## src/rtl/v10_peak_finder.sv

```systemverilog
// v10_peak_finder: threshold-triggered pulse peak detector capturing amplitude and timestamp
// Ports: clk, reset (async, active-high); filter_data, threshold (signed samples in);
//        peak_amp, peak_time, peak_valid (one-cycle strobe), pileup, busy (out).
// Option: define V10_PEAK_PILEUP_EN to defer the strobe to dead-time exit and flag pile-up.
module v10_peak_finder #(
    parameter int SIZE_FILTER_DATA = 16,
    parameter int TS_WIDTH = 16,
    parameter int DEAD_TIME = 32
) (
    input  logic clk,
    input  logic reset,
    input  logic signed [SIZE_FILTER_DATA-1:0] filter_data,
    input  logic signed [SIZE_FILTER_DATA-1:0] threshold,
    output logic signed [SIZE_FILTER_DATA-1:0] peak_amp,
    output logic [TS_WIDTH-1:0] peak_time,
    output logic peak_valid,
    output logic pileup,
    output logic busy
);
    localparam int CW = DEAD_TIME > 0 ? $clog2(DEAD_TIME + 1) : 1;
    typedef enum logic [1:0] {IDLE, ARMED, DEAD} state_t;
    state_t state;
    logic [TS_WIDTH-1:0] ts, ts_r, max_ts;
    logic signed [SIZE_FILTER_DATA-1:0] sample_r, max_v;
    logic [CW-1:0] cnt;
    logic above;
    assign above = sample_r > threshold;
`ifdef V10_PEAK_PILEUP_EN
    logic pile;
    always_ff @(posedge clk or posedge reset) begin
        if (reset) begin
            state <= IDLE;
            ts <= '0;
            ts_r <= '0;
            sample_r <= '0;
            max_v <= '0;
            max_ts <= '0;
            cnt <= '0;
            pile <= 1'b0;
            peak_amp <= '0;
            peak_time <= '0;
            peak_valid <= 1'b0;
            pileup <= 1'b0;
            busy <= 1'b0;
        end else begin
            ts <= ts + TS_WIDTH'(1);
            ts_r <= ts;
            sample_r <= filter_data;
            peak_valid <= 1'b0;
            pileup <= 1'b0;
            case (state)
                IDLE: if (above) begin
                    state <= ARMED;
                    busy <= 1'b1;
                    max_v <= sample_r;
                    max_ts <= ts_r;
                end
                ARMED: if (!above) begin
                    state <= DEAD;
                    cnt <= CW'(DEAD_TIME);
                    pile <= 1'b0;
                end else if (sample_r > max_v) begin
                    max_v <= sample_r;
                    max_ts <= ts_r;
                end
                DEAD: if (cnt == '0) begin
                    state <= IDLE;
                    busy <= 1'b0;
                    peak_valid <= 1'b1;
                    peak_amp <= max_v;
                    peak_time <= max_ts;
                    pileup <= pile | above;
                end else begin
                    cnt <= cnt - CW'(1);
                    if (above) pile <= 1'b1;
                end
                default: begin
                    state <= IDLE;
                    busy <= 1'b0;
                end
            endcase
        end
    end
`else
    logic ended;
    assign pileup = 1'b0;
    always_ff @(posedge clk or posedge reset) begin
        if (reset) begin
            state <= IDLE;
            ts <= '0;
            ts_r <= '0;
            sample_r <= '0;
            max_v <= '0;
            max_ts <= '0;
            cnt <= '0;
            ended <= 1'b0;
            peak_amp <= '0;
            peak_time <= '0;
            peak_valid <= 1'b0;
            busy <= 1'b0;
        end else begin
            ts <= ts + TS_WIDTH'(1);
            ts_r <= ts;
            sample_r <= filter_data;
            // ended marks the ARMED->DEAD edge; the strobe follows one clock later
            ended <= state == ARMED && !above;
            peak_valid <= ended;
            if (ended) begin
                peak_amp <= max_v;
                peak_time <= max_ts;
            end
            case (state)
                IDLE: if (above) begin
                    state <= ARMED;
                    busy <= 1'b1;
                    max_v <= sample_r;
                    max_ts <= ts_r;
                end
                ARMED: if (!above) begin
                    state <= DEAD;
                    cnt <= CW'(DEAD_TIME);
                end else if (sample_r > max_v) begin
                    max_v <= sample_r;
                    max_ts <= ts_r;
                end
                DEAD: if (cnt == '0) begin
                    state <= IDLE;
                    busy <= 1'b0;
                end else begin
                    cnt <= cnt - CW'(1);
                end
                default: begin
                    state <= IDLE;
                    busy <= 1'b0;
                end
            endcase
        end
    end
`endif
endmodule

```

## config.mk

```make
export PLATFORM = sky130hd
export DESIGN_NAME = v10_peak_finder
export DESIGN_NICKNAME = d
export VERILOG_FILES = /design/src/rtl/v10_peak_finder.sv
export SDC_FILE = /design/constraint.sdc
export NUM_CORES = 1
export LEC_CHECK = 0
export BUFFER_PORTS_ARGS = -buffer_cell sky130_fd_sc_hd__buf_2
export CELL_PAD_IN_SITES_DETAIL_PLACEMENT = 1
export CELL_PAD_IN_SITES_GLOBAL_PLACEMENT = 1
export CORE_UTILIZATION = 50
export CTS_BUF_LIST = sky130_fd_sc_hd__clkbuf_16
export DETAILED_ROUTE_END_ITERATION = 8
export PLACE_DENSITY_LB_ADDON = 0.1
export REMOVE_ABC_BUFFERS = 1
export SYNTH_ARGS = -nofsm -noshare
export SYNTH_HDL_FRONTEND = slang
export SYNTH_SLANG_ARGS = --single-unit
```

## constraint.sdc

```tcl
create_clock -name clk -period 5.6 [get_ports clk]
set_input_delay 0.28 -clock clk [delete_from_list [all_inputs] [get_ports clk]]
set_output_delay 0.28 -clock clk [all_outputs]
set_load 0.02 [all_outputs]
```

Word level (Yosys, flattened, before mapping)
Cells that the tools add are included.
Word-level totals
  register bits: 123
  input port bits: 34
  word-level logic and storage cells: 53
Cells by class
  $add $sub $neg: 2
  $lt $le $gt $ge: 2
  equality and inequality tests: 8
  muxes and demuxes: 18
  bitwise operators: 1
  reduce and logical (&&, ||, !) cells: 10
Operators by type and width (count)
  16-bit two-way mux: 6
  16-bit one-hot mux with 2 select lines: 2
  16-bit greater-than comparator: 2
  16-bit by 1-bit adder with 16-bit output, second input constant: 1
  6-bit two-way mux: 2
  6-bit one-hot mux with 2 select lines: 1
  2-bit != test, second input constant: 5
  3-bit AND reduction: 3
  6-bit zero test: 1
  2-bit two-way mux: 3
  2-bit one-hot mux with 3 select lines: 1
  6-bit by 1-bit subtractor with 6-bit output, second input constant: 1
  4-bit AND reduction: 1
  2-bit nonzero test: 2
  1-bit one-hot mux with 3 select lines: 1
  2-bit by 1-bit == test with 1-bit output, second input constant: 1
  2-bit == test, second input constant: 1
  2-bit zero test: 1
  1-bit two-way mux: 2
  2-bit by 1-bit != test with 1-bit output, second input constant: 1
  1-bit logical AND: 1
  1-bit zero test: 1
  1-bit NOT: 1

Longest topological paths before layout
Gate-level depths: netlist (run 1).
  depth in word-level cells: 4
  depth in mapped cells: 9
  gate-level depth less buffers: 8

Least setup slack after synthesis (run 1)
OpenSTA, ideal clock, no wires.
  path type: register to register
  start point: register sample_r[14]
  end point: register max_v[1]
  setup time: 0.125 ns
  arrival time: 2.445 ns
  slack: 3.031 ns
  stages on the path, launching flop included: 9
  period minus slack after synthesis: 2.569 ns
  path through: dfrtp_1 -> ha_1 -> nand4_1 -> or4_1 -> a21oi_2 -> nor4_1 -> o221ai_4 -> buf_6 -> mux2_2
Between the ends
  word-level cells in the longest chain between the ends: 3
  elaborated cells between the ends (all ways): 6
  those cells by class: order compare (2); eq/ne (3); reduce/logical (1)
RTL lines
  from (decl): RTL line 24  | logic signed [SIZE_FILTER_DATA-1:0] sample_r, max_v;
  from (signal assigned): RTL line 104  | sample_r <= filter_data;
  16-bit greater-than comparator (on tied branches): RTL line 122, 27
  2-bit by 1-bit != test with 1-bit output (no source line) or 2-bit != test (tied branches)
  4-bit AND reduction (no source line) (*)
  to (signal assigned): RTL line 116  | max_v <= sample_r;
  to (signal assigned): RTL line 123  | max_v <= sample_r;
  to (decl): RTL line 24
Mark *: on every way between the ends. The rest lies on a longest branch, timed or not.
A chain may end at the register's enable or synchronous reset.

Final worst setup path (run 1)
  start point: register sample_r[15]
  end point: register max_v[3]
Same word-level chain as after synthesis.

==> results of run 1 <==
[final timing paths]
path | startpoint | slack (ns) | end
min | reset | 0.03 | peak_amp[9]$_DFFE_PP0P_
max | sample_r[15]$_DFF_PP0_ | 2.30 | max_v[3]$_DFFE_PP0P_
min in group clk | ts[15]$_DFF_PP0_ | 0.40 | ts_r[15]$_DFF_PP0_
min reg2reg | ts[15]$_DFF_PP0_ | 0.40 | ts_r[15]$_DFF_PP0_
max reg2reg | sample_r[15]$_DFF_PP0_ | 2.30 | max_v[3]$_DFFE_PP0P_
max in group asynchronous | reset | 4.32 | max_ts[12]$_DFFE_PP0P_
[repair_timing]
item                      in CTS  in global routing
gates resized for setup        0                  0
hold buffers                  16                  0
hold endpoints to repair      16                  0
[sequential cells by signal, indices dropped and copies added (netlist names)]
| register | cells |
|---|---|
| max_ts | 16 |
| max_v | 16 |
| peak_amp | 16 |
| peak_time | 16 |
| sample_r | 16 |
| ts | 16 |
| ts_r | 16 |
| cnt | 6 |
| state | 2 |
| busy | 1 |
| ended | 1 |
| peak_valid | 1 |
[synth_stat cells, drive strengths merged]
cell     instances
a211oi           1
o21ai            6
and2             1
buf              7
dfrtp          123
o221ai           1
nor4b            1
nor2            13
ha              35
or2              1
xnor2           10
a21o             5
a21boi           1
or4              2
xor2             5
a21oi           11
and2b            1
o31a             1
a211o            2
inv             37
nor3b            1
o21a             2
or3              1
o211ai           1
clkbuf           2
nand3           17
mux2            64
a31oi            1
a22oi            1
a2111oi          1
a31o             1
and3             4
or4b             1
nand2           12
conb             1
nand4            7
nor4             5
nor2b            3
nand4b           1
o311a            1
nor3             4
o31ai            2
[kinds of logic (layout without fill, tap and decap cells)]
kind of cell	after synthesis	count (layout)	synth area share, %
buf+inv	46	155	3.784
xor+xnor	15	15	2.499
other cells	1	1	0.07133
simple gates	75	75	7.521
fa+ha+maj	35	35	8.329
flops	123	123	58.54
compound gates	38	38	5.331
mux	64	64	13.92
[stage by stage]
stage	total power, W	hold slack (ns)	cells	setup WS, ns	utilization (%)
after floorplan	0.001841	0.3114	388	2.049	-
after global placement	0.002081	0.3812	594	2.399	55.73
after detailed placement	0.002135	0.3898	594	2.365	55.73
after CTS	0.003183	0.04576	642	2.305	62.65
after global routing	0.003320	0.09406	642	2.134	62.65
final	0.003153	0.02966	642	2.299	62.65
[power by group]
group / switching (W) / leakage (nW) / total, W / internal [W]
logic: 0.000483 / 1.41 / 0.000903 / 0.000420
clock network: 0.000407 / 0.265 / 0.00102 / 0.000608
registers: 0.000152 / 1.54 / 0.00124 / 0.00108
total: 0.00104 / 3.22 / 0.00315 / 0.00211
[cell type report]
cell class | count | area (um2) | area share [%]
Clock buffer | 17 | 425.4 | 6.607
Clock inverter | 15 | 125.1 | 1.943
Inverter | 37 | 141.4 | 2.196
Multi-Input combinational cell | 228 | 1981 | 30.76
Sequential cell | 123 | 3078 | 47.80
Tap cell | 136 | 170.2 | 2.643
Timing Repair Buffer | 86 | 518.0 | 8.045
[layer usage]
layer,vias up,wire (um),GRT usage (%)
met2,68,6569,43.09
met4,0,338,12.45
met1,1773,4547,26.04
li1,1577,-,-
met3,28,309,5.490
met5,-,0,0
[critical path, delay by kind of cell, from the launching register on]
family,cells,cell delay (ns)
flops,1,0.40
mux,1,0.40
simple gates,3,0.98
fa+ha+maj,1,0.36
compound gates,2,0.60
buf+inv,1,0.42
==> out/results.tsv, run 1 <==
stage	metric	value	unit
route	vias_per_cell	5.368	
place	port_buffers	67	
final_layout	area_growth	22.47	%
critical_path	cp_slowest_cell	or4_1	
route	detail_route.iter0.violations	125	
critical_path	crit_path_start_kind	flop	
route	wl_per_cell	18.32	um
run	maxCapViolCount	0	
yosys	ys_warn_count	0	
sta	final_hold_viol_count	0	
route	drc_errors	0	
critical_path	worst-setup-path-type	reg -> reg	
sta	drv_slew	0	
sta	min_period	3.301	ns
clock_network	clkTransAtPathRegs	0.06	ns
yosys	yosysUniqueCellTypes	48	
place	placed_cell_area	5728	um2
critical_path	worstPathCellList	ha_1 > nand4_1 > or4_1 > a21oi_2 > nor4_1 > o221ai_4 > buf_4 > mux2_2	
final_layout	layout_commonest_cell	dfrtp_1	
critical_path	critPathArrivalTime	3.58	ns
place	place_hpwl	7535	um
floorplanning	core-area	10280	um2
clock_network	cts-htree-levels	4	
floorplanning	dieArea	10930	um2
critical_path	cp-end-kind	flop	
floorplanning	die_y	104.5	um
yosys	yosysTopAreaCell	dfrtp_1	
yosys	syn_inst	397	
clock_network	cts_buffer_depth	2	
power	ir_drop	0.0002081	V
floorplanning	die_w	104.5	um
final_layout	antennaDiodeCount	0	
global_route	grt_pass1_vias	3917	
global_route	grt-ovfl-total	0	
floorplanning	start_util	51.16	%
route	postRouteAntennaNets	0	
power	powerDensity	489.7	nW/um2
route	firstDrtPassIters	4	
global_route	grt_first_pass_wirelength	19600	um
final_layout	nFillCells	1046	
clock_network	post_cts_buffers	0	
sta	skew	0.005443	ns
critical_path	r2r_cells	8	
critical_path	slowest_delay	0.64	ns
final_layout	layout.nets	562	
floorplanning	io_pins	69	
sta	tightest_slew	0.7750	ns
yosys	ys_ff_latch	123	
global_route	antenna_found_initial	0	
min_path	hp-class	in -> async	
run_status	outcome	finished, final reports clean	
place	gp_congestion	0.7396	
critical_path	cp_max_fo	25	
clock_network	clk_latency	0.41	ns
yosys	syn_avg_cell_area	13.24	um2
route	routed_wirelength	11760	um
global_route	grt_use_total	23.88	%
power	leakagePower	3.217	nW
clock_network	cts_tree	yes	
sta	rsz0062_at_grt	false	
yosys	netlist_area	5258	um2
final_layout	drive_gt1_share	34.19	%
clock_network	cts_buffers	17	
floorplanning	rows	37	
final_layout	layout_common_cells	123 x dfrtp_1, 67 x buf_2, 61 x mux2_2	
global_route	grt_max_degree	64	
final_layout	design_area	6439	um2
sta	final.setup.tns	0	ns
clock_network	cts_root_buf	clkbuf_16	
sta	relSlewSlack	48.33	%
sta	setup_violations	0	
route	vias	3446	
clock_network	clkSinkCount	123	
yosys	yosys.area.top_type_share	58.54	%
yosys	synthTopCellsByArea	dfrtp_1 59%, mux2_2 13%, ha_1 8.3%	
sta	timing.fmax	0.3030	GHz
critical_path	cp.required	5.88	ns
sta	fin_crit_sh	58.94	%
yosys	yosysSeqAreaShare	58.54	%
Power figures use the tool's default switching activity.
==> inputs of run 2 (changes only) <==
Settings changed: CORE_UTILIZATION 50 to 47.
Clock period 5.6 ns to 3.2 ns, I/O delays scaled along.
==> run 2 against run 1 <==
First-iteration DRC count down 34%. Register-to-register slack worse by 2.0 ns. Clock-buffer cell count unchanged. Final cell count up 1.1%. Largest cell class unchanged. Highest routed layer unchanged. Worst setup slack worse by 2.0 ns. Largest power group unchanged.
==> out/results.tsv, run 2 (synthesis results as in run 1) <==
stage	metric	value	unit	change
place	numPlacedInstances	600		was 594
final_layout	layout.nets	565		was 562
sta	final_hold_viol_count	0		unchanged
critical_path	rrSetupSlack	0.26	ns	was 2.30 ns
route	wl_per_cell	17.00	um	was 18.32 um
critical_path	crit_buf_inv	1		unchanged
sta	setup_violations	0		unchanged
critical_path	critPathArrivalTime	3.23	ns	was 3.58 ns
clock_network	cts_buffers	17		unchanged
critical_path	cp.required	3.49	ns	was 5.88 ns
place	place_hpwl	7590	um	was 7535 um
floorplanning	dieArea	11610	um2	was 10930 um2
final_layout	layout_commonest_cell	dfrtp_1		unchanged
final_layout	antennaDiodeCount	0		unchanged
critical_path	cp-end-kind	flop		unchanged
critical_path	crit_start	sample_r[15]$_DFF_PP0_		unchanged
final_layout	regArea	3078	um2	unchanged
clock_network	cts_root_buf	clkbuf_16		unchanged
route	postRouteAntennaNets	0		unchanged
route	vias	3350		was 3446
final_layout	nFillCells	1114		was 1046
final_layout	layout_common_cells	123 x dfrtp_1, 67 x buf_2, 61 x mux2_2		unchanged
critical_path	path_delay_family	simple AND/OR/NAND/NOR gates		unchanged
critical_path	r2r_cells	8		unchanged
power	powerDensity	850.8	nW/um2	was 489.7 nW/um2
clock_network	cts_buffer_depth	2		unchanged
power	ir_drop	0.0005671	V	was 0.0002081 V
power	power	0.005521	W	was 0.003153 W
global_route	antenna_found_initial	0		unchanged
final_layout	drive_gt1_share	33.01	%	was 34.19%
clock_network	clkTransAtPathRegs	0.05	ns	was 0.06 ns
critical_path	slowest_delay	0.64	ns	about the same
clock_network	clk_latency	0.41	ns	about the same
global_route	grt_use_total	21.88	%	was 23.88%
critical_path	worstReg2RegStart	sample_r[15]$_DFF_PP0_		unchanged
route	drc_errors	0		unchanged
floorplanning	start_util	48.29	%	was 51.16%
sta	min_period	2.939	ns	was 3.301 ns
critical_path	crit_path_start_kind	flop		unchanged
critical_path	worstPathCellList	ha_1 > nand4_1 > or4_1 > a21oi_2 > nor4_1 > o221ai_4 > buf_4 > mux2_2		unchanged
final_layout	fin_cells	649		was 642
final_layout	area_growth	23.42	%	was 22.47%
global_route	grt_first_pass_wirelength	18510	um	was 19600 um
final_layout	multi_input_area	1981	um2	unchanged
run_status	outcome	finished, final reports clean		unchanged
sta	relSlewSlack	44.36	%	was 48.33%
power	leakagePower	3.244	nW	was 3.217 nW
sta	tightest_slew	0.8345	ns	was 0.7750 ns
critical_path	reg2reg_to	max_v[6]$_DFFE_PP0P_		was max_v[3]$_DFFE_PP0P_
min_path	hp-class	in -> reg		was in -> async
clock_network	cts-htree-levels	4		unchanged
route	routed_wirelength	11040	um	was 11760 um
sta	fin_crit_sh	91.85	%	was 58.94%
global_route	grt-ovfl-total	0		unchanged
global_route	grt_max_degree	73		was 64
run	maxCapViolCount	0		unchanged
sta	skew	0.007691	ns	was 0.005443 ns
sta	drv_slew	0		unchanged
place	port_buffers	67		unchanged
clock_network	clkSinkCount	123		unchanged
critical_path	cp_slowest_cell	or4_1		unchanged
critical_path	cp_max_fo	7		was 25
critical_path	crit_cells	8		unchanged
sta	timing.fmax	0.3402	GHz	was 0.3030 GHz
place	gp_congestion	0.7573		was 0.7396
global_route	grt_pass1_vias	3724		was 3917
route	firstDrtPassIters	4		unchanged
sta	rsz0062_at_grt	false		unchanged
critical_path	crit_path_end	max_v[6]$_DFFE_PP0P_		was max_v[3]$_DFFE_PP0P_
floorplanning	die_y	107.8	um	was 104.5 um
floorplanning	core-area	10890	um2	was 10280 um2
route	vias_per_cell	5.162		was 5.368
final_layout	final_core_util	59.60	%	was 62.65%
clock_network	cts_tree	yes		unchanged
floorplanning	io_pins	69		unchanged
floorplanning	rows	38		was 37
route	detail_route.iter0.violations	82		was 125
floorplanning	die_w	107.8	um	was 104.5 um
critical_path	worst-setup-path-type	reg -> reg		unchanged
sta	whs	0.3906	ns	was 0.02966 ns
-- run 2: layout make-up --
class / instances / area share, %
inverter: 37 / 2.179
multi-input combinational: 228 / 30.52
tap: 140 / 2.700
sequential: 123 / 47.44
clock inverter: 15 / 2.044
clock buffer: 17 / 6.556
timing repair buffer: 89 / 8.562
-- run 2: worst reg2reg max path: stages (launching register included) --
cell      delay, ns
dfrtp_1        0.40
ha_1           0.35
nand4_1        0.22
or4_1          0.64
a21oi_2        0.22
nor4_1         0.14
o221ai_4       0.26
buf_4          0.23
mux2_2         0.36
-- run 2: timing repair --
| item | CTS | global route |
|---|---|---|
| hold buffers | 17 | 0 |
| setup endpoints to repair | 0 | 0 |
| hold endpoints to repair | 86 | 0 |
| resized for setup | 0 | 0 |
| buffers inserted | 0 | 0 |
-- run 2: through the flow --
stage | setup slack [ns] | setup TNS, ns | instance area [um2]
6_report | 0.2609 | 0 | 6489
5_1_grt | 0.05947 | 0 | 6489
4_1_cts | 0.2206 | 0 | 6489
3_5_place_dp | 0.2313 | 0 | 5761
3_3_place_gp | 0.3109 | 0 | 5761
2_1_floorplan | -0.2309 | -28.40 | 5197
-- run 2: how the worst min path moves through the flow --
stage	startpoint	endpoint	slack (ns)	depth (start not counted)
floorplan	filter_data[0]	sample_r[0]$_DFF_PP0_	0.19	0
global placement	filter_data[2]	sample_r[2]$_DFF_PP0_	0.27	1
detailed placement	filter_data[14]	sample_r[14]$_DFF_PP0_	0.27	1
CTS	filter_data[7]	sample_r[7]$_DFF_PP0_	0.37	2
global route	filter_data[0]	sample_r[0]$_DFF_PP0_	0.38	2
finish	filter_data[0]	sample_r[0]$_DFF_PP0_	0.39	2
-- run 2: routing by layer --
metal	vias to the layer above	GRT usage [%]	share of wire, %
met1	1700	24.41	41
met5	-	0	0
met4	0	9.100	1.7
met3	14	7.627	3.5
li1	1588	-	-
met2	48	37.87	54
-- run 2: report_power, final --
part           internal (W)  switching (W)  leakage (nW)
clock network       0.00113       0.000664         0.274
logic              0.000755       0.000823          1.43
registers           0.00190       0.000256          1.54
total               0.00378        0.00174          3.24
==> inputs of run 3 (changes only) <==
Settings changed: CORE_ASPECT_RATIO set to 0.75.
==> run 3 against run 2 <==
Total power rose by 1.4%. Highest routed layer unchanged. Sequential power barely moved. Final cell count fell by 0.15%. Utilization rose by 0.12 points. Wire length rose by 2.7%. First-iteration DRC count fell by 16%. Final area rose by 0.31%. Worst hold slack got worse by 0.0087 ns. Critical path type unchanged. Register-to-register slack got worse by 0.09 ns. Largest power group unchanged.
==> out/results.tsv, run 3 (synthesis results as in run 1) <==
stage	metric	value	unit	change
global_route	grt_use_total	22.01	%	was 21.88%
critical_path	cp_slowest_cell	or4_1		unchanged
clock_network	cts_tree	yes		unchanged
min_path	hp-class	in -> reg		unchanged
final_layout	drive_gt1_share	33.86	%	was 33.01%
final_layout	antennaDiodeCount	0		unchanged
run_status	outcome	finished, final reports clean		unchanged
sta	skew	0.01811	ns	was 0.007691 ns
final_layout	final_core_util	59.71	%	was 59.60%
route	vias	3375		was 3350
clock_network	cts_buffer_depth	2		unchanged
sta	min_period	3.031	ns	was 2.939 ns
power	ir_drop	0.0004744	V	was 0.0005671 V
route	vias_per_cell	5.208		was 5.162
global_route	grt-ovfl-total	0		unchanged
clock_network	cts-htree-levels	4		unchanged
route	routed_wirelength	11340	um	was 11040 um
sta	timing.fmax	0.3300	GHz	was 0.3402 GHz
final_layout	layout_commonest_cell	dfrtp_1		unchanged
critical_path	cp-end-kind	flop		unchanged
place	gp_congestion	0.7799		was 0.7573
route	wl_per_cell	17.50	um	was 17.00 um
sta	setup_violations	0		unchanged
critical_path	worst-setup-path-type	reg -> reg		unchanged
sta	whs	0.3819	ns	was 0.3906 ns
run	maxCapViolCount	0		unchanged
critical_path	slowest_delay	0.68	ns	was 0.64 ns
floorplanning	die_y	93.60	um	was 107.8 um
power	leakagePower	3.241	nW	was 3.244 nW
floorplanning	rows	33		was 38
clock_network	post_cts_buffers	0		unchanged
final_layout	area_growth	23.80	%	was 23.42%
place	place_worst_setup_slack	0.2537	ns	was 0.2313 ns
global_route	grt_first_pass_wirelength	18760	um	was 18510 um
final_layout	nFillCells	1105		was 1114
floorplanning	io_pins	69		unchanged
place	place_hpwl	7636	um	was 7590 um
floorplanning	core-area	10900	um2	was 10890 um2
sta	tightest_slew	0.6708	ns	was 0.8345 ns
global_route	grt_pass1_vias	3684		was 3724
final_layout	layout.nets	564		was 565
route	detail_route.iter0.violations	69		was 82
global_route	antenna_found_initial	0		unchanged
final_layout	multi_input_area	1981	um2	unchanged
critical_path	crit_path_start_kind	flop		unchanged
floorplanning	dieArea	11620	um2	was 11610 um2
final_layout	regArea	3078	um2	unchanged
clock_network	cts_root_buf	clkbuf_16		unchanged
critical_path	cp.required	3.49	ns	about the same
route	firstDrtPassIters	4		unchanged
critical_path	critPathArrivalTime	3.32	ns	was 3.23 ns
sta	final_hold_viol_count	0		unchanged
sta	rsz0062_at_grt	false		unchanged
critical_path	worstPathCellList	ha_1 > nand4_1 > or4_1 > a21oi_2 > nor4_1 > o221ai_4 > buf_12 > mux2_2		was ha_1 > nand4_1 > or4_1 > a21oi_2 > nor4_1 > o221ai_4 > buf_4 > mux2_2
sta	relSlewSlack	55.28	%	was 44.36%
sta	layout_setup_ws	0.1694	ns	was 0.2609 ns
clock_network	clkTransAtPathRegs	0.06	ns	was 0.05 ns
sta	drv_slew	0		unchanged
clock_network	cts_resized	0		unchanged
sta	fin_crit_sh	94.71	%	was 91.85%
critical_path	cp_max_fo	25		was 7
floorplanning	start_util	48.23	%	was 48.29%
power	powerDensity	860.5	nW/um2	was 850.8 nW/um2
final_layout	layout_common_cells	123 x dfrtp_1, 67 x buf_2, 61 x mux2_2		unchanged
route	postRouteAntennaNets	0		unchanged
floorplanning	die_w	124.1	um	was 107.8 um
power	power	0.005601	W	was 0.005521 W
clock_network	clk_latency	0.42	ns	was 0.41 ns
clock_network	clkSinkCount	123		unchanged
route	drc_errors	0		unchanged
place	port_buffers	67		unchanged
clock_network	cts_buffers	17		unchanged
global_route	grt_max_degree	74		was 73
## run 3: changes by cell type in the layout (fill, tap and decap cells not counted), sizes merged
cell	before	now
buf	72	71
clkinvlp	2	4
inv	41	39
## run 3: per-layer routing
metal / wire length [um] / track usage (%) / vias to the layer above
li1: - / - / 1589
met1: 5519 / 29.82 / 1707
met2: 5291 / 34.02 / 64
met3: 383 / 6.037 / 15
met4: 142 / 7.341 / 0
met5: 0 / 0 / -
## run 3: critical path, delay by kind of cell, from the launching register on
kind                     cells  cell delay (ns)
AO/OA/AOI/OAI                2             0.50
adder cells (fa/ha/maj)      1             0.34
buffers and inverters        1             0.23
flip-flops                   1             0.40
multiplexers                 1             0.36
AND/OR/NAND/NOR              3             1.08
## run 3: worst paths after layout
check / from / endpoint / slack (ns) / cells past startpoint
max: sample_r[15]$_DFF_PP0_ / max_ts[10]$_DFFE_PP0P_ / 0.17 / 8
min: filter_data[6] / sample_r[6]$_DFF_PP0_ / 0.38 / 2
min reg2reg: ts[13]$_DFF_PP0_ / ts_r[13]$_DFF_PP0_ / 0.42 / 0
max in group asynchronous: reset / peak_amp[12]$_DFFE_PP0P_ / 1.96 / 4
max reg2reg: sample_r[15]$_DFF_PP0_ / max_ts[10]$_DFFE_PP0P_ / 0.17 / 8
min in group asynchronous: reset / peak_amp[0]$_DFFE_PP0P_ / 0.41 / 3
## run 3: timing repair
action                                  in CTS  in global routing
hold endpoints to repair                    66                  0
endpoints found under the setup margin       0                  0
hold buffers                                17                  0
## run 3: final cells by class
| type | count | area share (%) |
|---|---|---|
| clock buffers | 17 | 6.536 |
| clock inverters | 15 | 2.268 |
| inverters | 37 | 2.172 |
| multi-input cells | 228 | 30.43 |
| flip-flops and latches | 123 | 47.29 |
| well taps | 140 | 2.691 |
| repair buffers | 88 | 8.612 |
## run 3: through the flow
stage / TNS [ns] / instances / cell area [um2]
floorplan: -28.40 / 388 / 5197
global placement: 0 / 599 / 5766
detailed placement: 0 / 599 / 5766
CTS: 0 / 648 / 6509
global route: 0 / 648 / 6509
finish: 0 / 648 / 6509
## run 3: power breakdown
group | internal [W] | switching [W] | leakage, nW
Sequential | 0.00190 | 0.000284 | 1.54
Combinational | 0.000759 | 0.000810 | 1.43
Clock | 0.00114 | 0.000711 | 0.271
